`src/rtl/vga_scanout_if.sv`:
```
// Scanout bus: frame buffer read port, buffer swap handshake and video outputs.
// The scanout engine is the master; the frame buffer / display side is the slave.
interface vga_scanout_if #(
    parameter int ADDR_WIDTH = 19
) ();
    logic [ADDR_WIDTH-1:0] read_addr;
    logic                  read_data;
    logic                  swap_request;
    logic                  swap;
    logic                  pixel;
    logic                  hsync;
    logic                  vsync;
    logic                  active;
    logic                  vblank;

    modport master (
        output read_addr, swap, pixel, hsync, vsync, active, vblank,
        input  read_data, swap_request
    );

    modport slave (
        input  read_addr, swap, pixel, hsync, vsync, active, vblank,
        output read_data, swap_request
    );
endinterface

```
`src/rtl/vga_scanout.sv`:
```
// VGA raster timing generator with row-major frame buffer address counter and
// vblank-synchronised double-buffer swap. All video outputs are registered.
module vga_scanout #(
    parameter int HOR_ACTIVE_PIXELS = 640,
    parameter int VER_ACTIVE_PIXELS = 480,
    parameter int HOR_FRONT_PORCH   = 16,
    parameter int HOR_SYNC          = 96,
    parameter int HOR_BACK_PORCH    = 48,
    parameter int VER_FRONT_PORCH   = 10,
    parameter int VER_SYNC          = 2,
    parameter int VER_BACK_PORCH    = 33
) (
    input  logic          clk,
    input  logic          rst_n,
    vga_scanout_if.master bus
);
    localparam int H_TOTAL      = HOR_ACTIVE_PIXELS + HOR_FRONT_PORCH + HOR_SYNC + HOR_BACK_PORCH;
    localparam int V_TOTAL      = VER_ACTIVE_PIXELS + VER_FRONT_PORCH + VER_SYNC + VER_BACK_PORCH;
    localparam int FRAME_PIXELS = HOR_ACTIVE_PIXELS * VER_ACTIVE_PIXELS;
    localparam int ADDR_WIDTH   = $clog2(FRAME_PIXELS);
    localparam int H_WIDTH      = $clog2(H_TOTAL);
    localparam int V_WIDTH      = $clog2(V_TOTAL);
    localparam int HS_START     = HOR_ACTIVE_PIXELS + HOR_FRONT_PORCH;
    localparam int HS_END       = HS_START + HOR_SYNC;
    localparam int VS_START     = VER_ACTIVE_PIXELS + VER_FRONT_PORCH;
    localparam int VS_END       = VS_START + VER_SYNC;

    logic [H_WIDTH-1:0]    h_count, h_next;
    logic [V_WIDTH-1:0]    v_count, v_next;
    logic [ADDR_WIDTH-1:0] addr_count, addr_next;
    logic                  pending;
    logic                  visible, next_visible;
    logic                  swap_point, swap_fire;
    logic                  pixel_q, hsync_q, vsync_q, active_q, vblank_q, swap_q;

    // NOTE: every combinational output gets a default first so no path can infer a latch.
    always_comb begin
        h_next = h_count + 1'b1;
        v_next = v_count;
        if (int'(h_count) == H_TOTAL - 1) begin
            h_next = '0;
            v_next = (int'(v_count) == V_TOTAL - 1) ? '0 : v_count + 1'b1;
        end
    end

    assign visible      = (int'(h_count) < HOR_ACTIVE_PIXELS) && (int'(v_count) < VER_ACTIVE_PIXELS);
    assign next_visible = (int'(h_next) < HOR_ACTIVE_PIXELS) && (int'(v_next) < VER_ACTIVE_PIXELS);
    assign swap_point   = (h_count == '0) && (int'(v_count) == VER_ACTIVE_PIXELS);
    assign swap_fire    = swap_point && (pending || bus.swap_request);

    // The address steps only when moving onto a visible position, so it holds
    // through blanking and already points at x=0 when the next line starts.
    always_comb begin
        addr_next = addr_count;
        if ((h_next == '0) && (v_next == '0)) begin
            addr_next = '0;
        end else if (next_visible) begin
            addr_next = (int'(addr_count) == FRAME_PIXELS - 1) ? '0 : addr_count + 1'b1;
        end
    end

    // NOTE: sequential state uses non-blocking assignments so all registers update together.
    always_ff @(posedge clk or negedge rst_n) begin
        if (!rst_n) begin
            h_count    <= '0;
            v_count    <= '0;
            addr_count <= '0;
            pending    <= 1'b0;
            pixel_q    <= 1'b0;
            hsync_q    <= 1'b1;
            vsync_q    <= 1'b1;
            active_q   <= 1'b0;
            vblank_q   <= 1'b0;
            swap_q     <= 1'b0;
        end else begin
            h_count    <= h_next;
            v_count    <= v_next;
            addr_count <= addr_next;
            pending    <= swap_fire ? 1'b0 : (pending | bus.swap_request);
            pixel_q    <= visible & bus.read_data;
            hsync_q    <= !((int'(h_count) >= HS_START) && (int'(h_count) < HS_END));
            vsync_q    <= !((int'(v_count) >= VS_START) && (int'(v_count) < VS_END));
            active_q   <= visible;
            vblank_q   <= int'(v_count) >= VER_ACTIVE_PIXELS;
            swap_q     <= swap_fire;
        end
    end

    assign bus.read_addr = addr_count;
    assign bus.pixel     = pixel_q;
    assign bus.hsync     = hsync_q;
    assign bus.vsync     = vsync_q;
    assign bus.active    = active_q;
    assign bus.vblank    = vblank_q;
    assign bus.swap      = swap_q;
endmodule
```
`src/flat_wrapper.sv`:
```
// flat-port wrapper written by rule: the top's interface ports become plain ports
module vga_scanout_flat 
#(
    parameter int HOR_ACTIVE_PIXELS = 640,
    parameter int VER_ACTIVE_PIXELS = 480,
    parameter int HOR_FRONT_PORCH   = 16,
    parameter int HOR_SYNC          = 96,
    parameter int HOR_BACK_PORCH    = 48,
    parameter int VER_FRONT_PORCH   = 10,
    parameter int VER_SYNC          = 2,
    parameter int VER_BACK_PORCH    = 33
)
  (clk, rst_n, bus_read_addr, bus_swap, bus_pixel, bus_hsync, bus_vsync, bus_active, bus_vblank, bus_read_data, bus_swap_request);
  vga_scanout_if bus_i ();
  input  logic clk;
  input  logic rst_n;
  output wire logic [$bits(bus_i.read_addr)-1:0] bus_read_addr;
  output wire logic [$bits(bus_i.swap)-1:0] bus_swap;
  output wire logic [$bits(bus_i.pixel)-1:0] bus_pixel;
  output wire logic [$bits(bus_i.hsync)-1:0] bus_hsync;
  output wire logic [$bits(bus_i.vsync)-1:0] bus_vsync;
  output wire logic [$bits(bus_i.active)-1:0] bus_active;
  output wire logic [$bits(bus_i.vblank)-1:0] bus_vblank;
  input wire logic [$bits(bus_i.read_data)-1:0] bus_read_data;
  input wire logic [$bits(bus_i.swap_request)-1:0] bus_swap_request;
  assign bus_read_addr = bus_i.read_addr;
  assign bus_swap = bus_i.swap;
  assign bus_pixel = bus_i.pixel;
  assign bus_hsync = bus_i.hsync;
  assign bus_vsync = bus_i.vsync;
  assign bus_active = bus_i.active;
  assign bus_vblank = bus_i.vblank;
  assign bus_i.read_data = bus_read_data;
  assign bus_i.swap_request = bus_swap_request;
  vga_scanout #(.HOR_ACTIVE_PIXELS(HOR_ACTIVE_PIXELS), .VER_ACTIVE_PIXELS(VER_ACTIVE_PIXELS), .HOR_FRONT_PORCH(HOR_FRONT_PORCH), .HOR_SYNC(HOR_SYNC), .HOR_BACK_PORCH(HOR_BACK_PORCH), .VER_FRONT_PORCH(VER_FRONT_PORCH), .VER_SYNC(VER_SYNC), .VER_BACK_PORCH(VER_BACK_PORCH)) u_core (.clk(clk), .rst_n(rst_n), .bus(bus_i));
endmodule
```
`config.mk`:
```
export PLATFORM = sky130hd
export DESIGN_NAME = vga_scanout_flat
export DESIGN_NICKNAME = d
export VERILOG_FILES = /design/src/rtl/vga_scanout_if.sv /design/src/rtl/vga_scanout.sv /design/src/flat_wrapper.sv
export SDC_FILE = /design/constraint.sdc
export NUM_CORES = 1
export LEC_CHECK = 0
export CAP_MARGIN = 20
export CORE_MARGIN = 5
export CORE_UTILIZATION = 30
export CTS_CLUSTER_SIZE = 12
export DETAILED_ROUTE_END_ITERATION = 7
export GPL_TIMING_DRIVEN = 0
export PLACE_DENSITY = 0.47
export SLEW_MARGIN = 30
export SYNTH_ARGS = -nofsm -noshare
export SYNTH_HDL_FRONTEND = slang
export SYNTH_SLANG_ARGS = --single-unit
```
`constraint.sdc`:
```
create_clock -name clk -period 8.4 [get_ports clk]
set_input_delay 2.52 -clock clk [delete_from_list [all_inputs] [get_ports clk]]
set_output_delay 2.52 -clock clk [all_outputs]
set_load 0.02 [all_outputs]
```
**Word level (Yosys, flattened, before mapping)**

Index checks and enable logic that the tools add are counted.

- Reduce and logical (&&, ||, !) cells: 14
- $add $sub $neg: 3
- Eq/ne operators: 4
- Div/mod/pow operators: 0
- Magnitude comparators: 9
- Multiplexer cells: 7
- Shift operators: 0
- Multipliers: 0
- Bitwise logic cells: 2

Operators with widths:

| operator | count |
|---|---|
| two-way mux 19 bit | 3 |
| zero test 10 bit | 3 |
| less-than comparator 10 bit, second input constant | 3 |
| less-than comparator 10 x 9 -> 1 bit, second input constant | 3 |
| two-way mux 10 bit | 3 |
| adder 10 x 1 -> 10 bit, second input constant | 2 |
| equality test 10 bit, second input constant | 2 |
| >= comparator 10 x 9 -> 1 bit, second input constant | 2 |
| adder 19 x 1 -> 19 bit, second input constant | 1 |
| equality test 19 bit, second input constant | 1 |
| equality test 10 x 9 -> 1 bit, second input constant | 1 |
| >= comparator 10 bit, second input constant | 1 |
| logical AND 1 bit | 7 |
| zero test 1 bit | 2 |
| nonzero test 2 bit | 1 |
| AND 1 bit | 1 |
| logical OR 1 bit | 1 |
| two-way mux 1 bit | 1 |
| OR 1 bit | 1 |

- Output and inout bits: 25
- Input bits: 4
- Register bits after elaboration: 46
- ROM bits: 0
- Memories kept: 0
- Bits in latches: 0
- Word-level logic and storage cells: 49
- RAM bits: 0

**Depth between registers and ports, before layout**

Gate-level depths: netlist of the first run.

- Word-level depth: 7
- Mapped depth: 11
- Mapped depth without buffers: 9

**Worst setup path after synthesis of the first run**

Ideal clock, no wire load.

- Path type: flip-flop to output port
- Start point: reg u_core.hsync_q (netlist: u_core.bus.hsync)
- End point: out bus_hsync
- Cell stages (with the launch flop): 1
- Data arrival time: 554 ps
- Setup slack: 5326 ps
- Data required time: 5880 ps
- Buffers on the path: 0
- Cell sequence: dfstp_2

RTL lines:

| what | RTL line | source |
|---|---|---|
| from (decl) | vga_scanout.sv:34 | `logic pixel_q, hsync_q, vsync_q, active_q, vblank_q, swap_q;` |
| from (signal assigned) | vga_scanout.sv:81 | `hsync_q <= !((int'(h_count) >= HS_START) && (int'(h_count) < HS_END));` |
| to (decl) | flat_wrapper.sv:20 | `output wire logic [$bits(bus_i.hsync)-1:0] bus_hsync;` |

No word-level cell between the ends.

**Worst setup path after layout of the first run**

- Start point: reg u_core.addr_count[12] (netlist: u_core.bus.read_addr[12])
- End point: out bus_read_addr[12]

RTL lines:

| what | RTL line | source |
|---|---|---|
| from (decl) | vga_scanout.sv:30 | `logic [ADDR_WIDTH-1:0] addr_count, addr_next;` |
| from (signal assigned) | vga_scanout.sv:78 | `addr_count <= addr_next;` |
| to (decl) | flat_wrapper.sv:17 | `output wire logic [$bits(bus_i.read_addr)-1:0] bus_read_addr;` |

No word-level cell between the ends.

==> impl_results.md, run 1 <==
* Post-DP HPWL at 4804 microns
* Largest net degree at the start of global routing at 47
* DRT iter0 DRCs at 105
* I/O Buffers at 28
* Switch share at 22.82%
* Latest clock arrival within the worst-skew pair at 0.30 ns
* Total negative slack at 0 ns
* Clk sinks at 46
* Multi-input gate area at 0.001411 sq mm
* Die width at 104.7 microns
* Flop-to-flop setup slack at 5.38 ns
* Number of enable flip-flop cells after synthesis at 0
* Syn_area_per_cell at 9.364 sq um
* Final nets at 332
* Initial antenna violation count at 0
* Via-to-Cell Ratio at 5.242
* Hold_buf cts at 0
* Fill cell count at 869
* Tmin final at 3.930 ns
* Final setup viols at 0
* Syn Std Cell Area at 0.002688 sq mm
* Num CTS Buffers at 5
* Final Max Slew Viols at 0
* Syn Nets at 297
* Worst reg2reg path endpoint: u_core.bus.read_addr[17]
* FF+latch count, synth at 46
* CP Class: flip-flop to output port
* FF-to-FF Start: u_core.h_count[0]
* IR drop worst, VDD at 0.04624 mV
* Routed vias at 2254
* Crit share post-route at 46.79%
* Slew headroom at 51.31%
* Post-synthesis cell type count at 54
* DR WL/cell at 15.53 microns
* Max_cap viols at 0
* Commonest non-fill, non-tap cell in the layout: dfrtp_1
* Combinational Power Share at 1.8%
* Total Power at 0.0003618 W
* Outcome: complete, no violations
* Worst-path maximum fanout at 7
* Fraction of registers with async set or reset after synthesis at 100.0%
* Starting density of the core at 30.82%
* IO Count at 29
* Sequential share of the synthesized area at 42.92%
* Chip height at 104.7 microns
* Clk_skew at 0.01099 ns
* Global-route wire length before repair at 11350 microns
* Most frequent cells in the layout: dfrtp_1 (44), clkdlybuf4s50_1 (27), a21oi_1 (26)
* Vias in the first global route at 2179
* Clk pin slew, worst setup/hold paths at 0.09 ns
* GRT Overall Usage at 12.42%
* Worst setup margin at 4.470 ns
* RePlAce Congestion at 0.7741
* Post-DRT Antenna Nets at 0
* CTS tree: yes
* Ys flop type: dfrtp_1
* Hold WC Path Type: flip-flop to flip-flop
* Final Hold Viols at 0
* Setup crit start: u_core.bus.read_addr[12]
* Global route total overflow at 0
* Achievable Freq at 254.5 MHz
* Yosys warnings at 0
* Root buf cell: clkbuf_8
* CP bufs+invs at 1
* CTS resizes at 0
* Sequential Power Share at 61.2%
* Worst setup SP type: flip-flop
* Internal at 0.0002792 W
* CTS H-tree depth at 2
* Crit. path cell count at 1
* Worst Tran Pin Value at 0.7244 ns
* Worst path required time at 5.88 ns
* CP delay by family, top: buffers and inverters
* CP Capture Point: bus_read_addr[12]
* PD cells at 113.4 mW/mm^2
* Drt total wl at 6676 microns
* RSZ-0062 raised after global routing: false
* CTS max path bufs at 2
* Leak at 1.280 nW
* Register Area at 0.001154 sq mm
* Core area at 0.008721 sq mm
* Clock Power Share at 37.0%
* Synthesis-to-finish area growth at 18.72%
* Critical-path top delay cell: clkdlybuf4s50_1
* Worst path arrival time at 1.41 ns
* Ant diodes at 0
* First-pass DRT Iterations at 4
* Slowest stage delay, CP at 0.65 ns
* Setup WS pre-CTS at 4.795 ns
* Switching power at 0.00008254 W
* Synth Instances at 287
* Setup bufs post-CTS at 0
* DRC at 0
* Critical Path, Cell by Cell: clkdlybuf4s50_1
* FF-to-FF path depth at 11
* Worst setup EP type: output port
* Die Area at 0.01095 sq mm
* Share of cells above drive strength 1 at 11.49%
* Std cell rows at 34
power groups by stage:
stage | registers (W) | logic (W) | clock network (W)
2_1_floorplan | 0.000226 | 0.000000156 | 0
3_3_place_gp | 0.000226 | 0.00000714 | 0
3_5_place_dp | 0.000226 | 0.00000716 | 0
4_1_cts | 0.000222 | 0.00000717 | 0.000143
5_1_grt | 0.000222 | 0.00000799 | 0.000150
6_report | 0.000222 | 0.00000647 | 0.000134
worst min-delay path by stage:
| stage | slack [ns] | start | depth (start not counted) | end |
|---|---|---|---|---|
| 6_report | 0.49 | u_core.pending | 2 | u_core.pending |
| 2_1_floorplan | 0.45 | u_core.pending | 2 | u_core.pending |
| 4_1_cts | 0.49 | u_core.pending | 2 | u_core.pending |
| 5_1_grt | 0.53 | u_core.pending | 2 | u_core.pending |
| 3_5_place_dp | 0.47 | u_core.pending | 2 | u_core.pending |
| 3_3_place_gp | 0.47 | u_core.pending | 2 | u_core.pending |
final cells by class:
type                       count  share of cell area (%)
buffer                        13                   2.902
clock buffer                   5                   2.157
clock inverter                 2                  0.3137
inverter                      11                   1.294
multi-input combinational    217                   44.24
sequential                    46                   36.16
tap                          108                   4.235
timing repair buffer          28                   8.706
through the flow:
step | util (%) | hold slack [ns] | std cells | cell area (sq um)
2_1_floorplan | - | 0.4468 | 287 | 2688
3_5_place_dp | 35.68 | 0.4705 | 423 | 3112
4_1_cts | 36.59 | 0.4912 | 430 | 3191
6_report | 36.59 | 0.4868 | 430 | 3191
3_3_place_gp | 35.58 | 0.4679 | 423 | 3103
5_1_grt | 36.59 | 0.5278 | 430 | 3191
cell families after synthesis:
logic type / Yosys count / share of synthesized area (%)
multiplexers: 1 / 0.3725
XOR/XNOR: 16 / 5.214
flip-flops: 46 / 42.92
buffers and inverters: 24 / 4.981
adder cells (fa/ha/maj): 6 / 2.793
AO/OA/AOI/OAI: 56 / 12.24
AND/OR/NAND/NOR: 138 / 31.47
worst min-delay path, delay by kind of cell, from the launching register on:
kind,cells,cell delay (ns)
flip-flops,1,0.33
AND/OR/NAND/NOR,2,0.13
synthesized netlist by cell type (6+ instances only):
master    n  area, sq um
o21ai_0  16        80.08
xnor2_1  10        87.58
xor2_1    6        52.55
nor3_1    9        45.04
or3_1    11        68.82
nand2_1  12        45.04
a21oi_1  26        130.1
nand4_1   8        50.05
ha_1      6        75.07
dfrtp_1  44         1101
nor4_1    6        37.54
inv_1    11        41.29
nand3_1  20        100.1
and3_1   11        68.82
nor2_1   22        82.58
per-layer routing:
metal	up-vias	track usage, %	wire [microns]
met2	36	19.10	3125
met4	0	3.105	62
li1	1126	-	-
met5	-	0	0
met1	1087	17.83	3226
met3	5	2.651	262
flip-flops by register name (all words and copies together), names as in the netlist:
register	count
u_core.bus.read_addr	19
u_core.h_count	10
u_core.v_count	10
u_core.bus.active	1
u_core.bus.hsync	1
u_core.bus.pixel	1
u_core.bus.swap	1
u_core.bus.vblank	1
u_core.bus.vsync	1
u_core.pending	1
No activity file was read; power rests on OpenSTA's default activity.
==> run 2: changes to the inputs <==
==> constraint.sdc (replaced) <==
create_clock -name clk -period 3.68 [get_ports clk]
set_input_delay 1.104 -clock clk [delete_from_list [all_inputs] [get_ports clk]]
set_output_delay 1.104 -clock clk [all_outputs]
set_load 0.02 [all_outputs]
==> results of run 2 <==
Same layout as run 1 (identical final DEF). Status: complete, no violations.
Among the figures that moved: setup slack after placement 4.795 ns -> 0.6719 ns; setup slack after layout 4.470 ns -> 0.6568 ns; start point of the critical path u_core.bus.read_addr[12] -> u_core.h_count[0]; end point of the critical path bus_read_addr[12] -> u_core.bus.read_addr[17]; register-to-register setup slack 5.38 ns -> 0.66 ns; total power 0.0003618 W -> 0.0008258 W; worst IR drop on VDD 0.04624 mV -> 0.1055 mV
